--- src/rtl/game_state_ctrl.sv ---
// game_state_ctrl: pixel collision detection, UnBegin/Running/Dead state machine and BCD score keeping
module game_state_ctrl #(
  parameter int H_ACTIVE  = 640,
  parameter int V_ACTIVE  = 480,
  parameter int SCORE_DIV = 6,
  parameter int DEAD_HOLD = 30
) (
  input  logic        clk,
  input  logic        rst,
  input  logic        refreshclk,
  input  logic        jump,
  input  logic [9:0]  xx,
  input  logic [8:0]  yy,
  input  logic        isemptyDino,
  input  logic        isemptyObstacle,
  output logic [1:0]  gamestate,
  output logic [15:0] score,
  output logic [15:0] hiscore,
  output logic        hit
);
  typedef enum logic [1:0] {UNBEGIN = 2'b00, RUNNING = 2'b01, DEAD = 2'b10} state_t;
  localparam int FW = $clog2(SCORE_DIV + 1);
  localparam int HW = $clog2(DEAD_HOLD + 1);
  localparam logic [10:0] H_LIM = 11'(H_ACTIVE);
  localparam logic [9:0]  V_LIM = 10'(V_ACTIVE);
  state_t state, state_nx;
  logic [2:0] ref_sync;
  logic jump_q;
  logic [FW-1:0] fc;
  logic [HW-1:0] hold;
  logic tick, jump_rise, coll, start, die, restart, last;
  function automatic logic [15:0] bcd_inc(input logic [15:0] s);
    logic [15:0] r;
    logic c;
    r = s;
    c = 1'b1;
    for (int i = 0; i < 4; i++)
      if (c) begin
        if (r[4*i+:4] == 4'd9) r[4*i+:4] = 4'd0;
        else begin
          r[4*i+:4] = r[4*i+:4] + 4'd1;
          c = 1'b0;
        end
      end
    return s == 16'h9999 ? s : r;
  endfunction
  assign tick      = ref_sync[1] & ~ref_sync[2];
  assign jump_rise = jump & ~jump_q;
  assign coll      = state == RUNNING && {1'b0, xx} < H_LIM && {1'b0, yy} < V_LIM && !isemptyDino && !isemptyObstacle;
  assign start     = state == UNBEGIN && jump_rise;
  assign die       = state == RUNNING && tick && hit;
  assign restart   = state == DEAD && jump_rise && hold == HW'(DEAD_HOLD);
  assign last      = fc == FW'(SCORE_DIV - 1);
  assign gamestate = state;
  // synchronise the frame strobe and keep the jump history for edge detection
  always_ff @(posedge clk or posedge rst)
    if (rst) begin
      ref_sync <= '0;
      jump_q   <= 1'b1;
    end else begin
      ref_sync <= {ref_sync[1:0], refreshclk};
      jump_q   <= jump;
    end
  // state register
  always_ff @(posedge clk or posedge rst)
    if (rst) state <= UNBEGIN;
    else state <= state_nx;
  // next state; the unused encoding falls back to UnBegin
  always_comb
    state_nx = start ? RUNNING : die ? DEAD : restart ? UNBEGIN :
               (state == RUNNING || state == DEAD) ? state : UNBEGIN;
  // per-frame collision latch; a hit sampled on the tick clk belongs to the next frame
  always_ff @(posedge clk or posedge rst)
    if (rst) hit <= 1'b0;
    else if (start) hit <= 1'b0;
    else if (tick) hit <= coll;
    else hit <= hit | coll;
  // frame divider, BCD score, high score and dead-hold counter
  always_ff @(posedge clk or posedge rst)
    if (rst) begin
      fc      <= '0;
      score   <= '0;
      hiscore <= '0;
      hold    <= '0;
    end else begin
      if (start) begin
        score <= '0;
        fc    <= '0;
      end else if (state == RUNNING && tick && !hit) begin
        fc <= last ? '0 : fc + FW'(1);
        if (last) score <= bcd_inc(score);
      end
      if (die) begin
        hold <= '0;
        if (score > hiscore) hiscore <= score;
      end else if (state == DEAD && tick && hold != HW'(DEAD_HOLD)) hold <= hold + HW'(1);
    end
endmodule

--- config.mk ---
export PLATFORM = sky130hd
export DESIGN_NAME = game_state_ctrl
export DESIGN_NICKNAME = d
export VERILOG_FILES = /design/src/rtl/game_state_ctrl.sv
export SDC_FILE = /design/constraint.sdc
export NUM_CORES = 1
export LEC_CHECK = 0
export BUFFER_PORTS_ARGS = -buffer_cell sky130_fd_sc_hd__buf_2
export CAP_MARGIN = 30
export CORE_ASPECT_RATIO = 0.8
export CORE_MARGIN = 2
export CORE_UTILIZATION = 55
export DETAILED_ROUTE_END_ITERATION = 10
export GPL_TIMING_DRIVEN = 0
export PLACE_DENSITY = 0.76
export SKIP_LAST_GASP = 1
export SLEW_MARGIN = 20
export SYNTH_ARGS = -nofsm -noshare
export SYNTH_HDL_FRONTEND = slang
export SYNTH_SLANG_ARGS = --single-unit
--- constraint.sdc ---
create_clock -name clk -period 4.18 [get_ports clk]
set_clock_uncertainty 0.05 [all_clocks]
set_input_delay 1.254 -clock clk [delete_from_list [all_inputs] [get_ports clk]]
set_output_delay 1.254 -clock clk [all_outputs]
set_load 0.03 [all_outputs]
---- Word level (Yosys, flattened, before mapping) ----
Cells that the tools add are included.
operators by class
  add/subtract/negate cells ............... 6
  $mul .................................... 0
  divide/modulo/power cells ............... 0
  $lt $le $gt $ge ......................... 3
  eq/ne operators ......................... 12
  shifts and indexed selects .............. 0
  mux-type cells .......................... 36
  bitwise logic cells ..................... 5
  reduce and logical (&&, ||, !) cells .... 28
operators with widths
  operator                                                        count
  16-bit two-way mux                                              4
  4-bit two-way mux                                               7
  4-bit by 1-bit adder with 4-bit output (second input constant)  4
  16-bit == test (second input constant)                          1
  4-bit == test (second input constant)                           4
  16-bit > comparator                                             1
  1-bit two-way mux                                               16
  1-bit logical AND                                               12
  4-bit AND reduction                                             3
  2-bit nonzero test                                              6
  10-bit < comparator (second input constant)                     1
  5-bit two-way mux                                               2
  9-bit < comparator (second input constant)                      1
  3-bit two-way mux                                               3
  2-bit two-way mux                                               4
  5-bit by 1-bit adder with 5-bit output (second input constant)  1
  5-bit == test (second input constant)                           1
  5-bit != test (second input constant)                           1
  4-bit != test (second input constant)                           1
  3-bit by 1-bit adder with 3-bit output (second input constant)  1
  3-bit == test (second input constant)                           1
  1-bit zero test                                                 3
  3-bit AND reduction                                             1
  1-bit AND                                                       2
  other kinds (8)                                                 9
storage, ports and cells
  register bits after elaboration ......... 47
  latch bits .............................. 0
  RAM bits ................................ 0
  memory bits (read-only) ................. 0
  bits of input ports ..................... 25
  output and inout bits ................... 35
  word-level logic and storage cells ...... 101
  memories kept ........................... 0

---- Logic depth before layout (Yosys ltp) ----
  word-level depth ........................ 19
  gate-level depth with buffers ........... 8
  depth with buffers taken out ............ 7

---- Worst setup path before layout ----
Ideal clock, no wire load.
  path kind ............................... input to register
  start ................................... input port jump
  end ..................................... register score[15]
  arrival time ............................ 2.374 ns
  data required time ...................... 4.060 ns
  path slack .............................. 1.686 ns
  cell stages on the path ................. 5
  buffers on the path ..................... 0
  cell sequence ........................... inv_1 nor3b_2 a31oi_1 or4_1 nand3_1
on the way
  longest elaborated chain between the ends .. 4
  elaborated cells on any way between the ends .. 8
  those cells by class .................... eq/ne (1); mux (1); bitwise (1); reduce/logical (5)
RTL lines
  element                                                        RTL line  source
  start: declaration                                             11        input logic jump,
  1-bit AND *                                                    48        assign jump_rise = jump & ~jump_q;
  1-bit logical AND *                                            50        assign start = state == UNBEGIN && jump_rise;
  2-bit != test (no line) or 2-bit nonzero test (tied branches)  --
  4-bit AND reduction (no line)                                  --
  end signal: assignment                                         91        if (last) score <= bcd_inc(score);
  end: declaration                                               17        output logic [15:0] score,
Every way passes the cells marked *; elsewhere a longest branch is shown, timed or not.
A chain may end at the register's enable or synchronous reset.

---- Worst setup path after layout ----
Same ends and word-level chain as after synthesis.

==> results.toml <==
[run_status]
status = "complete, no violations"

[floorplan]
rows = 23
initial_core_util_pct = 56.6
coreArea_mm2 = 0.00495
die-height_um = 67.9
die_area_mm2 = 0.00569
io_pins = 60
dieWidth_um = 83.8

[global_routing]
grt_start_max_net_pins = 33
grt-ovfl-total = 0
grt_pass1_wl_um = 9470
grt_use_total_pct = 21.2
antenna_found_initial = 0
grt_pass1_vias = 1996

[placement]
place_hpwl_um = 4110
post-place-ws_ps = 1250
place_area_mm2 = 0.00314
port_buffers = 47
place_congestion = 0.794
dp_cells = 377

[worst_hold_path]
holdPathStages = 0
holdCritStartpoint = "ref_sync[0]"
min_path_type = "reg2reg"
hold_end = "ref_sync[1]"

[synth]
synth_cell_types = 48
synthCells = 267
synthAdderAreaFrac_pct = 12.9
ys_seq_elements = 47
synth_top_family_by_area = "simple AND/OR/NAND/NOR gates"
synth_xor_area_share_pct = 1.25
synth_edf_count = 0
synth_compound_area_share_pct = 10.2
ys_seq_area_share_pct = 42.0
netlist_area_mm2 = 0.00280
yosys_warnings = 0
syn_avg_cell_area_um2 = 10.5
yosys.area_share.simple_pct = 19.6
ys_async_sr_fraction_pct = 100
syn_nets = 321
ys.flop_type = "dfrtp_1"
synthMuxAreaShare_pct = 9.20

[clock_tree]
path_clk_slew_ps = 80
htreeDepth = 2
clock_latency_ps = 310
cts_tree = "built"
root_buffer = "clkbuf_8"
ctsHoldBuffers = 0
cts_made_buffers = 5
clock_path_buffers = 2
cts-resized-gates = 0
cts_sinks = 47
cts_setup_buffers = 0

[worst_setup_path]
critPathLaunchType = "input pin"
reg2regPathDepth = 7
critical_path_arrival_ps = 2830
crit-reg2reg-capture = "hiscore[0]"
worstPathRequired_ps = 4370
critPathKind = "in2reg"
end_kind = "flop"
reg2reg_slack_ps = 1640
r2r_start = "score[10]"
path_max_fanout = 9

[drt]
drtIter0Drc = 143
firstDrtPassIters = 4
wl_um = 5630
drtAntennaViolNets = 0
num_vias = 2127
vias_per_cell = 5.52
wl_per_cell_um = 14.6
drc = 0

[finish]
area_growth_pct = 15.7
layout_common_cells = "47 x buf_2, 46 x dfrtp_1, 29 x ha_1"
fin_area_mm2 = 0.00324
final_cells = 385
layout_commonest_cell = "buf_2"
drive_above_1_share_pct = 25.7
fin_nets = 376
n_antenna_cell = 0

[sta]
slew_headroom_pct = 54.7
worst_pin_slew_ps = 676
slew_viol_final = 0
finalCriticalPeriod_ps = 2640
final_hold_viol_count = 0
tns_ps = 0
fin_crit_sh_pct = 63.1
grt_setup_unrepaired = "no"
setup_ws_ps = 1540
finalSetupViolCount = 0
fmax_mhz = 379

[power_and_ir_drop]
ir_drop_mv = 0.272
power_density_mw_per_mm2 = 360
finalPower_mw = 1.17
p_leak_nw = 1.61

[flow_run]
cap_viol_max_count = 0
==> Yosys cell counts (2+ instances only) <==
cell / n / area, µm²
mux2_4: 6 / 90.1
nand3_1: 6 / 30.0
mux2i_1: 10 / 100
a21oi_1: 16 / 80.1
nor2b_1: 2 / 12.5
a31o_2: 3 / 26.3
or4_1: 2 / 15.0
and3_1: 2 / 12.5
nor2_1: 25 / 93.8
nor4_4: 2 / 42.5
nand2b_1: 3 / 18.8
dfrtp_1: 46 / 1150
ha_1: 29 / 363
nand3b_1: 5 / 37.5
o21ai_0: 7 / 35.0
clkbuf_1: 2 / 7.51
nor3_1: 5 / 25.0
nand4_1: 7 / 43.8
nand2_1: 24 / 90.1
a21o_1: 3 / 22.5
inv_1: 28 / 105
mux2_2: 6 / 67.6
xor2_1: 3 / 26.3
==> registers in the layout (all words and copies together) (netlist names) <==
name       flops
fc             3
gamestate      2
hiscore       16
hit            1
hold           5
jump_q         1
ref_sync       3
score         16
==> per-layer routing <==
metal  up-vias  global-route usage (%)  routed length [µm]
li1       1050                       -                   -
met1      1027                    28.8                2760
met2        45                    33.7                2560
met3         5                    5.07                 250
met4         0                    7.26                  55
met5         -                       0                   0
==> through the flow <==
step / util [%] / hold WS [ps]
finish: 65.5 / 303
global route: 65.5 / 315
CTS: 65.5 / 306
detailed placement: 63.3 / 286
global placement: 62.9 / 282
floorplan: - / 281
==> report_power, final <==
part	internal [mW]	switching, mW
sequential	0.502	0.0608
clock	0.179	0.155
combinational	0.112	0.159
total	0.793	0.375
==> worst max-delay path by stage <==
| stage | startpoint | end | slack (ps) | cells after the start |
|---|---|---|---|---|
| 2_1_floorplan | jump | score[15] | 1690 | 5 |
| 3_3_place_gp | rst | hiscore[10] | 1090 | 2 |
| 4_1_cts | jump | score[15] | 1570 | 6 |
| 6_report | jump | score[15] | 1540 | 6 |
| 5_1_grt | jump | score[15] | 1450 | 6 |
| 3_5_place_dp | jump | score[15] | 1250 | 6 |
==> final cells by class <==
class | instances | area [µm²]
Fill cell | 417 | 1710
Multi-Input combinational cell | 189 | 1490
Sequential cell | 47 | 1180
Timing Repair Buffer | 48 | 255
Inverter | 28 | 105
Tap cell | 62 | 77.6
Clock buffer | 7 | 76.3
Clock inverter | 1 | 30.0
Buffer | 3 | 27.5
==> critical path, cell delays in order <==
cell and delay (ps):
buf_2 100, inv_1 50, nor3b_2 580, a31oi_1 230
or4_1 520, nand3_1 90
==> logic make-up (layout without fill, tap and decap cells) <==
family          Yosys count  in the layout
fa+ha+maj                29             29
compound gates           40             40
simple gates             94             94
mux                      22             22
buf+inv                  31             87
xor+xnor                  4              4
flops                    47             47
No activity file was read; power rests on OpenSTA's default activity.
